$ cat config.mk
export PLATFORM = sky130hd
export DESIGN_NAME = riscv_muldiv_unit
export DESIGN_NICKNAME = d
export VERILOG_FILES = /design/src/rtl/riscv_muldiv_pkg.sv /design/src/rtl/riscv_muldiv_unit.sv
export SDC_FILE = /design/constraint.sdc
export NUM_CORES = 2
export LEC_CHECK = 0
export ABC_CLOCK_PERIOD_IN_PS = 19400
export BUFFER_PORTS_ARGS = -buffer_cell sky130_fd_sc_hd__buf_4
export CAP_MARGIN = 10
export CORE_MARGIN = 5
export CORE_UTILIZATION = 35
export CTS_CLUSTER_SIZE = 12
export DETAILED_ROUTE_END_ITERATION = 8
export PLACE_DENSITY = 0.63
export SETUP_SLACK_MARGIN = 0.05
export SYNTH_ARGS = -nofsm -noshare
export SYNTH_HDL_FRONTEND = slang
export SYNTH_SLANG_ARGS = --single-unit
export TNS_END_PERCENT = 100
$ cat constraint.sdc
create_clock -name Clk -period 19.4 [get_ports Clk]
set_clock_uncertainty 0.1 [all_clocks]
set_input_delay 0.97 -clock Clk [delete_from_list [all_inputs] [get_ports Clk]]
set_output_delay 0.97 -clock Clk [all_outputs]
set_load 0.01 [all_outputs]
$ cat src/rtl/riscv_muldiv_pkg.sv
// Shared encodings for the RV64M multiply/divide execution unit.
package riscv_muldiv_pkg;

    localparam int unsigned XLEN_DEFAULT = 64;

    localparam logic [6:0] MULDIV_FUNC7 = 7'b0000001;

    localparam logic [2:0] F3_MUL    = 3'b000;
    localparam logic [2:0] F3_MULH   = 3'b001;
    localparam logic [2:0] F3_MULHSU = 3'b010;
    localparam logic [2:0] F3_MULHU  = 3'b011;
    localparam logic [2:0] F3_DIV    = 3'b100;
    localparam logic [2:0] F3_DIVU   = 3'b101;
    localparam logic [2:0] F3_REM    = 3'b110;
    localparam logic [2:0] F3_REMU   = 3'b111;

    typedef enum logic [1:0] {
        IDLE = 2'd0,
        CALC = 2'd1,
        FIX  = 2'd2,
        DONE = 2'd3
    } muldiv_state_e;

    // Divide-class ops all have Func3[2] set.
    function automatic logic is_div_op(input logic [2:0] f3);
        return f3[2];
    endfunction

endpackage

$ cat src/rtl/riscv_muldiv_unit.sv
// Multi-cycle RV64M unit: 1 bit/cycle shift-add multiplier and restoring divider
// sharing one hi/lo shift register pair, behind a valid/ready request/response pair.
module riscv_muldiv_unit
    import riscv_muldiv_pkg::*;
#(
    parameter int unsigned XLEN = XLEN_DEFAULT
) (
    input  logic            Clk,
    input  logic            Reset,
    input  logic            Req_Valid,
    output logic            Req_Ready,
    input  logic [2:0]      Func3,
    input  logic [XLEN-1:0] A,
    input  logic [XLEN-1:0] B,
    output logic            Resp_Valid,
    input  logic            Resp_Ready,
    output logic [XLEN-1:0] Result,
    output logic            Busy
);

    localparam int unsigned CNT_W = $clog2(XLEN);
    localparam logic [XLEN-1:0] INT_MIN = {1'b1, {(XLEN-1){1'b0}}};

    muldiv_state_e state_q, state_d;

    logic [2:0]      op_q;
    logic            neg_res_q;   // product / quotient needs negation
    logic            neg_rem_q;   // remainder takes the sign of A
    logic [XLEN-1:0] opnd_q;      // multiplicand (mul) or divisor (div)
    logic [XLEN-1:0] hi_q;        // product high half / partial remainder
    logic [XLEN-1:0] lo_q;        // multiplier -> product low / dividend -> quotient
    logic [CNT_W-1:0] cnt_q;

    logic            accept;
    logic            is_div;
    logic            a_signed, b_signed, a_neg, b_neg;
    logic [XLEN-1:0] a_mag, b_mag;
    logic            div_zero, div_ovf, special;
    logic [XLEN-1:0] special_res;

    logic [XLEN:0]     mul_sum, div_shift, div_trial;
    logic              div_ge;
    logic [XLEN-1:0]   hi_next, lo_next;
    logic [2*XLEN-1:0] prod, prod_fix;
    logic [XLEN-1:0]   quo_fix, rem_fix, fix_res;

    // Request decode: operand signs, magnitudes and early-out cases.
    always_comb begin
        accept   = Req_Valid && Req_Ready;
        is_div   = is_div_op(Func3);
        a_signed = (Func3 == F3_MUL) || (Func3 == F3_MULH) || (Func3 == F3_MULHSU) ||
                   (Func3 == F3_DIV) || (Func3 == F3_REM);
        b_signed = (Func3 == F3_MUL) || (Func3 == F3_MULH) ||
                   (Func3 == F3_DIV) || (Func3 == F3_REM);
        a_neg    = a_signed && A[XLEN-1];
        b_neg    = b_signed && B[XLEN-1];
        a_mag    = a_neg ? (~A + XLEN'(1)) : A;
        b_mag    = b_neg ? (~B + XLEN'(1)) : B;
        div_zero = is_div && (B == '0);
        div_ovf  = ((Func3 == F3_DIV) || (Func3 == F3_REM)) && (A == INT_MIN) && (B == '1);
        special  = div_zero || div_ovf;
        // Func3[1] distinguishes REM/REMU from DIV/DIVU.
        if (div_zero) begin
            special_res = Func3[1] ? A : '1;
        end else begin
            special_res = Func3[1] ? '0 : A;
        end
    end

    // One iteration of shift-add multiply or restoring divide, plus sign fix-up.
    always_comb begin
        mul_sum   = {1'b0, hi_q} + (lo_q[0] ? {1'b0, opnd_q} : '0);
        div_shift = {hi_q, lo_q[XLEN-1]};
        div_trial = div_shift - {1'b0, opnd_q};
        div_ge    = !div_trial[XLEN];
        if (is_div_op(op_q)) begin
            hi_next = div_ge ? div_trial[XLEN-1:0] : div_shift[XLEN-1:0];
            lo_next = {lo_q[XLEN-2:0], div_ge};
        end else begin
            hi_next = mul_sum[XLEN:1];
            lo_next = {mul_sum[0], lo_q[XLEN-1:1]};
        end
        prod     = {hi_q, lo_q};
        prod_fix = neg_res_q ? (~prod + (2*XLEN)'(1)) : prod;
        quo_fix  = neg_res_q ? (~lo_q + XLEN'(1)) : lo_q;
        rem_fix  = neg_rem_q ? (~hi_q + XLEN'(1)) : hi_q;
        if (is_div_op(op_q)) begin
            fix_res = op_q[1] ? rem_fix : quo_fix;
        end else begin
            fix_res = (op_q == F3_MUL) ? prod_fix[XLEN-1:0] : prod_fix[2*XLEN-1:XLEN];
        end
    end

    // State register.
    always_ff @(posedge Clk or posedge Reset) begin
        if (Reset) begin
            state_q <= IDLE;
        end else begin
            state_q <= state_d;
        end
    end

    // Next-state logic.
    always_comb begin
        state_d = state_q;
        unique case (state_q)
            IDLE: if (accept) state_d = special ? DONE : CALC;
            CALC: if (cnt_q == CNT_W'(XLEN-1)) state_d = FIX;
            FIX:  state_d = DONE;
            DONE: if (Resp_Ready) state_d = IDLE;
            default: state_d = IDLE;
        endcase
    end

    // Handshake/status outputs registered from the next state.
    always_ff @(posedge Clk or posedge Reset) begin
        if (Reset) begin
            Req_Ready  <= 1'b1;
            Resp_Valid <= 1'b0;
            Busy       <= 1'b0;
        end else begin
            Req_Ready  <= (state_d == IDLE);
            Resp_Valid <= (state_d == DONE);
            Busy       <= (state_d != IDLE);
        end
    end

    // Operand latch, iteration registers and result register.
    always_ff @(posedge Clk or posedge Reset) begin
        if (Reset) begin
            op_q      <= '0;
            neg_res_q <= 1'b0;
            neg_rem_q <= 1'b0;
            opnd_q    <= '0;
            hi_q      <= '0;
            lo_q      <= '0;
            cnt_q     <= '0;
            Result    <= '0;
        end else begin
            unique case (state_q)
                IDLE: begin
                    if (accept) begin
                        op_q      <= Func3;
                        neg_res_q <= a_neg ^ b_neg;
                        neg_rem_q <= a_neg;
                        opnd_q    <= is_div ? b_mag : a_mag;
                        lo_q      <= is_div ? a_mag : b_mag;
                        hi_q      <= '0;
                        cnt_q     <= '0;
                        if (special) begin
                            Result <= special_res;
                        end
                    end
                end
                CALC: begin
                    hi_q  <= hi_next;
                    lo_q  <= lo_next;
                    cnt_q <= cnt_q + CNT_W'(1);
                end
                FIX: begin
                    Result <= fix_res;
                end
                default: ;
            endcase
        end
    end

endmodule
==> flow_metrics.py <==
metrics = {
    "clocking": {
        "h-tree-depth": 2,
        "clk_latency_ps": 570,
        "ctsHoldBuffers": 0,
        "cts_tree": "yes",
        "cts_resized": 0,
        "clk_path_buf_depth": 3,
        "path_clk_slew_ps": 60,
        "cts_buffers": 36,
        "cts_root_buffer": "clkbuf_16",
        "cts.sink_count": 272,
        "post_cts_buffers": 0,
    },
    "setup_path": {
        "cp.required_ps": 19730,
        "critical_path_class": "reg2reg",
        "cp-end-kind": "register",
        "critical_path_arrival_ps": 5990,
        "setup.worst_path.start": "lo_q[63]",
        "crit_path_max_fanout": 90,
        "rr_startpoint": "lo_q[63]",
        "cp-start-kind": "register",
    },
    "floorplan": {
        "start_util_pct": 35.1,
        "die_h_microns": 307,
        "die_w_microns": 307,
        "fp.dieArea_sq_um": 94500,
        "ioPinCount": 202,
        "coreArea_sq_um": 88100,
        "rows": 109,
    },
    "routing": {
        "ant_nets": 0,
        "wl_microns": 146000,
        "drt-vias-per-instance": 6.23,
        "avgRoutedWirePerCell_microns": 27.0,
        "drt-pass1-iter-count": 6,
        "initialDrtViolationCount": 4761,
        "vias": 33800,
        "drc": 0,
    },
    "flow_run": {
        "maxCapViolations": 0,
    },
    "layout": {
        "n_fill_cell": 9357,
        "layout.nets": 4492,
        "regArea_sq_um": 6820,
        "drive_above_1_share_pct": 9.16,
        "finalInstanceArea_sq_um": 34300,
        "multi_input_area_sq_um": 22500,
        "syn_to_final_growth_pct": 10.7,
    },
    "timing": {
        "finalMaxSlewViolations": 0,
        "rsz0062_at_grt": "false",
        "min_period_ps": 5660,
        "timing.final.hold_violations": 0,
        "relSlewSlack_pct": 15.8,
        "period_share_pct": 29.2,
        "fmax_mhz": 177,
        "worst_slew_pin_slew_ps": 1250,
        "setup_tns_ps": 0,
        "setup_viol": 0,
    },
    "global_routing": {
        "grt_overflow": 0,
        "grt_max_degree": 99,
        "first_global_vias": 30600,
        "antenna_found_initial": 7,
        "grt_pass1_wl_microns": 210000,
        "grt_usage_pct": 29.4,
    },
    "power_and_ir_drop": {
        "p_leak_nw": 13.8,
        "combPwrFrac_pct": 70.7,
        "power.switching_mw": 3.95,
        "p_int_mw": 3.03,
        "powerDensity_nw_per_um2": 204,
        "p_sw_share_pct": 56.6,
        "p_seq_share_pct": 19.2,
        "ir_drop_uv": 139,
        "clkPwrFrac_pct": 10.2,
    },
    "yosys": {
        "syn_area_sq_um": 31000,
        "netlist_top_cells_area": "dfrtp_1, o21ai_0, a21oi_1, xnor2_1, xor2_1",
        "synth_top_cell_by_area": "dfrtp_1",
        "synth_ff_type": "dfrtp_1",
        "avgSynthCellArea_sq_um": 7.24,
        "ys_types": 89,
        "yosysSeqAreaShare_pct": 22.0,
        "synth_cells": 4278,
        "synth_edf_count": 0,
        "synth_top_area_share_pct": 21.9,
        "ys_seq_elements": 272,
        "async_flop_share_pct": 100,
        "synth.net_count": 4549,
        "ys_warn_count": 0,
    },
    "worst_hold_path": {
        "hold_class": "reg2reg",
        "worstHoldStart": "opnd_q[45]",
    },
    "placement": {
        "place_congestion": 1.04,
        "port_buffers": 201,
        "placed_area_sq_um": 33000,
        "hpwl_microns": 115000,
    },
    "status": {
        "outcome": "completed",
    },
}
## final timing paths
kind | depth (start not counted) | to | slack (ps)
max | 14 | hi_q[60] | 13740
min | 1 | opnd_q[45] | 380
max reg2reg | 14 | hi_q[60] | 13740
min reg2reg | 1 | opnd_q[45] | 380
max in group asynchronous | 3 | Result[61] | 17290
min in group asynchronous | 2 | Busy | 430
## worst max-delay path: stages (launching register included)
cell	delay, ps
dfrtp_1	520
inv_1	110
ha_1	200
fa_1	220
nor2b_1	80
o31ai_1	390
a31oi_1	290
a221oi_2	650
o221ai_1	320
a221oi_1	440
nand2_1	190
xnor2_2	600
buf_4	790
o21ai_0	250
a221o_1	360
## power groups by stage
stage | registers, mW | logic [mW] | clock network, mW
detailed placement | 1.32 | 4.79 | 0
floorplan | 0.968 | 3.68 | 0
global route | 1.35 | 5.35 | 0.735
global placement | 1.32 | 4.76 | 0
CTS | 1.31 | 4.81 | 0.718
finish | 1.34 | 4.94 | 0.711
## cell type report
class / count / share of cell area, %
inverters: 119 / 1.33
multi-input cells: 3547 / 65.6
well taps: 1165 / 4.25
diodes: 2 / 0.0146
repair buffers: 245 / 5.37
clock inverters: 14 / 0.478
clock buffers: 51 / 3.09
flip-flops and latches: 272 / 19.9
## synth_stat cells (80+ instances only)
cell type / count
a21oi_1: 413
clkbuf_1: 307
dfrtp_1: 271
ha_1: 134
inv_1: 117
mux2i_1: 128
nand2_1: 449
nor2_1: 445
nor3_1: 80
o21ai_0: 425
xnor2_1: 218
xor2_1: 204
## cell families (layout without fill, tap and decap cells)
logic type / Yosys count / after routing / share of synthesized area, %
DFF: 272 / 272 / 22.0
AOI/OAI and AO/OA: 1399 / 1399 / 27.7
adders and majority gates: 168 / 168 / 6.58
xor gates and xnor gates: 422 / 422 / 11.9
muxes: 153 / 153 / 5.05
buffers and inverters: 459 / 429 / 5.68
and+or+nand+nor: 1405 / 1405 / 21.1
other: 0 / 2 / 0
## flip-flops by register name (all words and copies together), names as in the netlist, 2 cells and up
| signal | count |
|---|---|
| op_q | 3 |
| hi_q | 64 |
| cnt_q | 6 |
| opnd_q | 64 |
| lo_q | 64 |
| state_q | 2 |
| Result | 64 |
## layer usage
metal	global-route usage (%)	share of wire (%)
met1	40.8	41
met2	42.0	41
met3	6.40	11
met4	17.0	7.2
met5	0	0.018
## per-stage QoR
| stage | setup WS [ps] | utilization, % | std cells | hold WS, ps | power (mW) |
|---|---|---|---|---|---|
| 6_report | 13740 | 38.9 | 5415 | 378 | 6.99 |
| 3_3_place_gp | 14040 | 37.5 | 5348 | 361 | 6.08 |
| 2_1_floorplan | 10840 | - | 4278 | 349 | 4.65 |
| 5_1_grt | 13430 | 38.9 | 5413 | 401 | 7.44 |
| 3_5_place_dp | 13930 | 37.5 | 5348 | 366 | 6.11 |
| 4_1_cts | 13890 | 38.9 | 5413 | 380 | 6.84 |
## cell usage in the layout (no fill, tap or decap), types with 25 or more instances in the layout
cell type	synthesis	final
a211oi_1	76	76
or4_1	40	40
dfrtp_1	271	268
nor2_1	445	438
a22oi_1	47	47
o21ai_0	425	425
buf_4	2	245
or3_1	58	58
a31oi_1	44	44
clkbuf_16	0	38
xor2_1	204	204
maj3_1	32	32
a21o_1	77	77
ha_1	134	134
nand2_1	449	448
nand2b_1	40	38
nor3_1	80	80
xnor2_1	218	217
a21oi_1	413	412
o31ai_1	49	49
nor4_1	37	37
nand4_1	61	61
mux2i_1	128	128
mux2_2	25	25
o211ai_1	35	35
inv_1	117	115
nand3_1	72	72
No activity file was read; power rests on OpenSTA's default activity.
